## config.mk

```make
export PLATFORM = sky130hd
export DESIGN_NAME = serial_adder_ctrl
export DESIGN_NICKNAME = d
export VERILOG_FILES = /design/src/rtl/serial_adder_ctrl.sv
export SDC_FILE = /design/constraint.sdc
export NUM_CORES = 1
export LEC_CHECK = 0
export CAP_MARGIN = 20
export CORE_MARGIN = 4
export CORE_UTILIZATION = 53
export DETAILED_ROUTE_END_ITERATION = 12
export GPL_TIMING_DRIVEN = 1
export PLACE_DENSITY = 0.89
export SYNTH_ARGS = -nofsm -noshare
export SYNTH_HDL_FRONTEND = slang
export SYNTH_SLANG_ARGS = --single-unit
```

## constraint.sdc

```tcl
create_clock -name clk -period 1.8 [get_ports clk]
set_input_delay 0.54 -clock clk [delete_from_list [all_inputs] [get_ports clk]]
set_output_delay 0.54 -clock clk [all_outputs]
set_load 0.01 [all_outputs]
```

## src/rtl/serial_adder_ctrl.sv

```systemverilog
// serial_adder_ctrl -- bit-serial WIDTH-bit adder driving a single one-bit
// full adder (myFullAdder), one bit pair per clock, LSB first.
//
// Optional feature macro: SERIAL_ADDER_SUB_EN
//   When defined, adds input `sub`; with sub=1 the block computes a - b
//   (two's complement: b inverted, carry-in forced to 1) and cout=1 means
//   no borrow.
//
// Ports:
//   clk    in   1      rising-edge clock
//   reset  in   1      synchronous active-high reset
//   start  in   1      request, sampled only in IDLE or DONE
//   a, b   in   WIDTH  operands, captured on the accepted start edge
//   cin    in   1      carry-in, captured on the accepted start edge
//   sub    in   1      (SERIAL_ADDER_SUB_EN only) subtract select
//   busy   out  1      high while bits are being processed
//   done   out  1      one-cycle completion pulse
//   sum    out  WIDTH  registered result, held between operations
//   cout   out  1      registered final carry, held between operations

module myFullAdder (
  input  logic X,
  input  logic Y,
  input  logic cin,
  output logic sum,
  output logic cout
);
  assign sum  = X ^ Y ^ cin;
  assign cout = (X & Y) | (cin & (X ^ Y));
endmodule

module serial_adder_ctrl #(
  parameter int WIDTH = 8
) (
  input  logic             clk,
  input  logic             reset,
  input  logic             start,
  input  logic [WIDTH-1:0] a,
  input  logic [WIDTH-1:0] b,
  input  logic             cin,
`ifdef SERIAL_ADDER_SUB_EN
  input  logic             sub,
`endif
  output logic             busy,
  output logic             done,
  output logic [WIDTH-1:0] sum,
  output logic             cout
);

  localparam int CNT_W = $clog2(WIDTH);

  typedef enum logic [1:0] {
    IDLE  = 2'd0,
    SHIFT = 2'd1,
    DONE  = 2'd2
  } state_t;

  state_t             state, next_state;
  logic [WIDTH-1:0]   a_sh, b_sh, sum_sh;
  logic               carry;
  logic [CNT_W-1:0]   cnt;

  logic               accept;
  logic               last;
  logic               fa_sum, fa_cout;
  logic [WIDTH-1:0]   sum_sh_nxt;
  logic [WIDTH-1:0]   b_load;
  logic               carry_load;

  myFullAdder u_fa (
    .X    (a_sh[0]),
    .Y    (b_sh[0]),
    .cin  (carry),
    .sum  (fa_sum),
    .cout (fa_cout)
  );

  assign accept     = start && (state == IDLE || state == DONE);
  assign last       = (state == SHIFT) && (cnt == CNT_W'(WIDTH - 1));
  // Sum bits enter at the MSB so that after WIDTH shifts bit 0 sits at the LSB.
  assign sum_sh_nxt = {fa_sum, sum_sh[WIDTH-1:1]};

`ifdef SERIAL_ADDER_SUB_EN
  // Subtraction is a + ~b + 1; the incoming cin is ignored in that mode.
  assign b_load     = sub ? ~b : b;
  assign carry_load = sub ? 1'b1 : cin;
`else
  assign b_load     = b;
  assign carry_load = cin;
`endif

  // State register
  always_ff @(posedge clk) begin
    if (reset) state <= IDLE;
    else       state <= next_state;
  end

  // Next-state logic
  always_comb begin
    next_state = state;
    case (state)
      IDLE:    if (start) next_state = SHIFT;
      SHIFT:   if (last)  next_state = DONE;
      DONE:    next_state = start ? SHIFT : IDLE;
      default: next_state = IDLE;
    endcase
  end

  // Datapath: operand capture, bit-serial shifting, result update on the
  // completion edge only.
  always_ff @(posedge clk) begin
    if (reset) begin
      a_sh   <= '0;
      b_sh   <= '0;
      sum_sh <= '0;
      carry  <= 1'b0;
      cnt    <= '0;
      sum    <= '0;
      cout   <= 1'b0;
    end else if (accept) begin
      a_sh   <= a;
      b_sh   <= b_load;
      sum_sh <= '0;
      carry  <= carry_load;
      cnt    <= '0;
    end else if (state == SHIFT) begin
      a_sh   <= {1'b0, a_sh[WIDTH-1:1]};
      b_sh   <= {1'b0, b_sh[WIDTH-1:1]};
      sum_sh <= sum_sh_nxt;
      carry  <= fa_cout;
      cnt    <= cnt + CNT_W'(1);
      if (last) begin
        sum  <= sum_sh_nxt;
        cout <= fa_cout;
      end
    end
  end

  assign busy = (state == SHIFT);
  assign done = (state == DONE);

endmodule
```

==> results of run 1 <==
worst max-delay path by stage:
stage / startpoint / endpoint / slack [ps] / depth (start not counted)
after floorplan: state[1]$_SDFFE_PP0P_ / busy / 510 / 4
after global placement: start / b_sh[7]$_SDFFE_PP0P_ / 110 / 5
after detailed placement: start / b_sh[7]$_SDFFE_PP0P_ / 50 / 5
after CTS: sum[4]$_SDFFE_PP0P_ / sum[4] / 10 / 1
after global routing: cout$_SDFFE_PP0P_ / cout / 3 / 1
final: cout$_SDFFE_PP0P_ / cout / 50 / 1
through the flow:
stage	hold slack [ps]	setup WS, ps
after CTS	462	10.4
after floorplan	437	507
after detailed placement	446	50.1
after global routing	487	2.74
after global placement	444	106
final	456	49.4
power breakdown:
group	leakage, nW	switching [mW]	total (mW)	internal [mW]
logic	0.472	0.113	0.223	0.110
registers	0.310	0.0243	0.905	0.881
clock network	0.0353	0.266	0.455	0.189
registers in the layout, indices dropped and copies added (netlist names):
signal / cells
a_sh: 8
b_sh: 8
carry: 1
cnt: 3
cout: 1
state: 2
sum: 8
sum_sh: 7
per-layer routing:
| layer | GRT usage | up-vias |
|---|---|---|
| met2 | 0.321 | 60 |
| met4 | 0.115 | 0 |
| met5 | 0 | - |
| met1 | 0.204 | 627 |
| met3 | 0.0496 | 8 |
| li1 | - | 672 |
layout make-up:
class | instances | area, um2 | area share
Sequential cell | 38 | 762 | 0.396
Multi-Input combinational cell | 123 | 657 | 0.342
Timing Repair Buffer | 40 | 389 | 0.202
Clock buffer | 7 | 55.1 | 0.0286
Tap cell | 31 | 38.8 | 0.0202
Inverter | 1 | 16.3 | 0.00846
Clock inverter | 1 | 5.00 | 0.00260
worst reg2reg max path, stage by stage (launching register included):
cell and delay [ps]:
dfxtp_1 360, ha_1 160, ha_1 390, nand3b_1 130, buf_4 190, nand2_1 70, a21oi_1 60
timing repair:
item                       CTS  global route
setup endpoints to repair    3             9
resized for setup            6             7
hold endpoints to repair     0             0
pin swaps                    0             1
buffers inserted             0             1
placed cells by master, fill, tap and decap left out, drive strengths merged, types with 7 or more instances in the layout:
| master | instances |
|---|---|
| nor3 | 17 |
| clkbuf | 7 |
| clkdlybuf4s50 | 20 |
| dfxtp | 38 |
| nand3 | 12 |
| a21oi | 21 |
| dlymetal6s2s | 7 |
| buf | 10 |
| nor2 | 8 |
| nand2 | 38 |
| o22ai | 8 |
kinds of logic after synthesis:
family	count (synthesis)	share of synthesized area
compound gates	37	0.148
xor+xnor	1	0.00572
fa+ha+maj	3	0.0294
buf+inv	15	0.0785
flops	38	0.497
mux	1	0.00654
simple gates	81	0.235
==> flow_summary.ini, run 1 <==
[synthesis]
synth-edff-count = 0
async_flop_share = 0
netlist.area_leader.share = 0.497
synth.avg_cell_area_um2 = 8.69
yosysWarnings = 0
synth_flop_cell = dfxtp_1
syn_inst = 176
ys_types = 25
synth_area_mm2 = 0.00153
ys_seq_elements = 38
syn_nets = 199
yosysSeqAreaShare = 0.497
synth_area_leaders = dfxtp_1 (50%), nand2_1 (9.3%), a21oi_1 (6.9%)
synth_common_cells = dfxtp_1 (38), nand2_1 (38), a21oi_1 (21)
synth_top_area_cell = dfxtp_1

[critical_path]
ff2ff_setup_slack_ps = 320
worstPathRequired_ps = 1260
end_kind = output pin
cpMaxStageDelayCell = clkdlybuf4s50_1
crit_arrival_ps = 1210
critPathKind = register to output pin
slowest_delay_ps = 530
crit_path_start_kind = register
crit_path_cell_trace = clkdlybuf4s50_1
r2r_start = cnt[0]$_SDFFE_PP0N_
cp_top_family = buffers and inverters
r2r_cells = 6
crit_fanout = 2
path_buf_inv = 1
reg2reg_to = sum[4]$_SDFFE_PP0P_

[floorplan]
dieArea_mm2 = 0.00381
io_pins = 31
start_util = 0.555
design.core.area_mm2 = 0.00276
dieHeight_um = 61.7
rows = 19
die_x_um = 61.7

[timing]
fin_setup_tns_ps = 0
finalSetupViolCount = 0
fin_crit_sh = 0.973
maxSlewViolCount = 0
period_needed_ps = 1750
worst_slew_pin_slew_ps = 398
relSlewSlack = 0.735
hold_viol_final = 0
fin_skew_ps = 7.33
fmax_ghz = 0.571
rsz0062_at_grt = no

[detailed_routing]
top_layer_used = met4
routedWlPerCell_um = 13.1
post-route-drc-count = 0
drt_iter0_drc = 47
wl_met3_um = 257
ant_nets = 0
wl_met2_um = 1540
wl_um = 3160
vias = 1367
vias_per_cell = 5.67
drtPass1Iterations = 4
m1WireLength_um = 1290

[hold_path]
hp-class = register to register
hold_path_end = sum[5]$_SDFFE_PP0P_
hp-start = sum[5]$_SDFFE_PP0P_
hold_depth = 2

[grt]
grt_pass1_vias = 1273
grt_pass1_wl_um = 5240
overflow = 0
grt_max_degree = 36
antenna_found_initial = 0
grt.total_usage = 0.187

[clock_tree]
cts_tree = built
clk_path_buf_depth = 2
cts.sinks = 38
clkTransAtPathRegs_ps = 110
htree_num_levels = 2
insertion_delay_ps = 340
numCtsBuffers = 5
root_buffer = clkbuf_4
postCtsHoldBufs = 0

[placed_design]
postPlaceCellArea_mm2 = 0.00183
dp.cells = 232
place.gp.congestion = 0.842
place.detailed.hpwl_um = 2190
portBuffers = 30

[cells_and_area]
final_nets = 232
postLayoutCoreUtil = 0.697
syn_to_final_growth_pct = 25.7
drive_gt1_frac = 0.105
fin_area_mm2 = 0.00192
final_cell_count_no_fill = 241
n_fill_cell = 225
n_antenna_cell = 0

[outcome]
status = complete, no violations

[power]
p_total_mw = 1.58
peakVddDrop_mv = 0.611
pwr_density_cell_mw_per_mm2 = 824
cellLeakagePower_nw = 0.818

[run]
maxCapViolations = 0
No activity file was read; power rests on OpenSTA's default activity.
==> run 2, diff against run 1 <==
- CORE_UTILIZATION: 53 -> 54
- PLACE_DENSITY: 0.89 -> 0.9
- SYNTH_HIERARCHICAL: unset -> 1
==> run 2 against run 1 <==
Net effect: first-iteration DRC count grew 30%; non-clock buffer count shrank 2; clock skew grew 2.5 ps; via count shrank 2.2%; area after synthesis grew 0.33%; critical endpoint is now busy; highest routed layer unchanged.
==> flow_summary.ini, run 2 <==
[outcome]
status = complete, no violations

[detailed_routing]
post-route-drc-count = 0
routedWlPerCell_um = 13.2
vias_per_cell = 5.62
ant_nets = 0
wl_um = 3140
drtPass1Iterations = 4
drt_iter0_drc = 61
vias = 1337

[cells_and_area]
largestRegisters = a_sh x8, b_sh x8, sum x8
n_antenna_cell = 0
most-common-layout-cells = nand2_1 (38), dfxtp_1 (36), a21oi_1 (21)
postLayoutCoreUtil = 0.697
n_fill_cell = 214
layout_commonest_cell = nand2_1
final_cell_count_no_fill = 238
final_nets = 230
drive_gt1_frac = 0.101
syn_to_final_growth_pct = 24.1

[grt]
grt_max_degree = 36
grt_pass1_vias = 1274
grt.total_usage = 0.191
antenna_found_initial = 0
grt_pass1_wl_um = 5240
overflow = 0

[clock_tree]
insertion_delay_ps = 340
numCtsBuffers = 5
cts.sinks = 38
htree_num_levels = 2
postCtsHoldBufs = 0
clkTransAtPathRegs_ps = 110
root_buffer = clkbuf_4
cts_tree = built
clk_path_buf_depth = 2

[power]
peakVddDrop_mv = 0.819
p_total_mw = 1.53
cellLeakagePower_nw = 0.837
pwr_density_cell_mw_per_mm2 = 803

[synthesis]
synth-edff-count = 0
syn_nets = 199
yosysSeqAreaShare = 0.496
synth_common_cells = dfxtp_1 (38), nand2_1 (38), a21oi_1 (21)
syn_inst = 176
synth.avg_cell_area_um2 = 8.72
synth_flop_cell = dfxtp_1
synth_top_area_cell = dfxtp_1
yosysWarnings = 6
synth_area_mm2 = 0.00154
ys_types = 26
ys_seq_elements = 38
netlist.area_leader.share = 0.496
async_flop_share = 0
synth_area_leaders = dfxtp_1 (50%), nand2_1 (9.3%), a21oi_1 (6.8%)

[critical_path]
crit_arrival_ps = 1150
path_buf_inv = 2
worstPathRequired_ps = 1260
crit_path_cell_trace = nand2b_4, clkinv_8, dlygate4sd2_1
cp_top_family = flip-flops
end_kind = output pin
critPathKind = register to output pin
slowest_delay_ps = 340
crit_path_start_kind = register
cpMaxStageDelayCell = dfxtp_2
crit_fanout = 3

[timing]
fin_crit_sh = 0.940
fin_setup_tns_ps = 0
fin_skew_ps = 9.80
relSlewSlack = 0.742
rsz0062_at_grt = no
worst_slew_pin_slew_ps = 387
fmax_ghz = 0.591
hold_viol_final = 0
finalWorstSetupSlack_ps = 108
finalSetupViolCount = 0
period_needed_ps = 1690
maxSlewViolCount = 0

[floorplan]
dieArea_mm2 = 0.00376
rows = 19
die_x_um = 61.3
io_pins = 31
start_util = 0.562
design.core.area_mm2 = 0.00273
dieHeight_um = 61.3

[placed_design]
pre_cts_slack_ps = -34.8
place.detailed.hpwl_um = 2160
portBuffers = 30
dp.cells = 230
place.gp.congestion = 0.722

[hold_path]
hp-class = register to register

[run]
maxCapViolations = 0
[run 2: cell counts after synthesis]
No cell type changed its count.
[run 2: path summary, 6_finish.rpt]
path	start	to	depth (start not counted)	slack, ps
setup / recovery	state[1]$_SDFFE_PP0P_	busy	3	110
hold / removal	sum[0]$_SDFFE_PP0P_	sum[0]$_SDFFE_PP0P_	2	460
setup reg to reg	cnt[0]$_SDFFE_PP0N_	sum[5]$_SDFFE_PP0P_	6	320
hold reg to reg	sum[0]$_SDFFE_PP0P_	sum[0]$_SDFFE_PP0P_	2	460
[run 2: final cells by class]
class | instances | area (um2) | area share
Sequential cell | 38 | 766 | 0.402
Multi-Input combinational cell | 123 | 657 | 0.345
Timing Repair Buffer | 38 | 380 | 0.200
Tap cell | 31 | 38.8 | 0.0204
Clock buffer | 5 | 37.5 | 0.0197
Inverter | 1 | 16.3 | 0.00854
Clock inverter | 2 | 10.0 | 0.00525
[run 2: through the flow]
step	hold WS [ps]	instance area (um2)
finish	458	1910
global route	479	1910
CTS	463	1870
detailed placement	447	1820
global placement	443	1820
floorplan	437	1540
[run 2: timing repair]
item	4_1_cts	5_1_grt
pin swaps	0	1
cloned	0	0
gates resized for setup	6	10
endpoints found under the hold margin	0	0
setup endpoints to repair	2	17
setup buffers	0	1
[run 2: cell families (layout without fill, tap and decap cells)]
| kind of cell | after synthesis | in the layout | share of synthesized area |
|---|---|---|---|
| buffers and inverters | 15 | 46 | 0.0815 |
| adder cells (fa/ha/maj) | 3 | 3 | 0.0293 |
| multiplexers | 1 | 1 | 0.00652 |
| AO/OA/AOI/OAI | 37 | 37 | 0.148 |
| XOR/XNOR | 1 | 1 | 0.00571 |
| AND/OR/NAND/NOR | 81 | 81 | 0.234 |
| flip-flops | 38 | 38 | 0.496 |
[run 2: metal layers]
| metal | share of wire | vias to the layer above | global-route usage |
|---|---|---|---|
| met2 | 0.48 | 53 | 0.317 |
| met5 | 0 | - | 0 |
| li1 | - | 667 | - |
| met1 | 0.42 | 609 | 0.210 |
| met3 | 0.075 | 8 | 0.0650 |
| met4 | 0.022 | 0 | 0.115 |
[run 2: worst register-to-register path, stage by stage, from the launching register on]
cell	delay, ps
dfxtp_1	380
ha_1	170
ha_1	380
nand3b_1	120
buf_4	190
nand2_1	70
a21oi_1	60
[run 2: where the power goes]
group	leakage [nW]	switching, mW	internal [mW]	total [mW]
sequential	0.311	0.0268	0.881	0.907
clock	0.0308	0.263	0.140	0.403
combinational	0.495	0.114	0.105	0.219
total	0.837	0.403	1.13	1.53
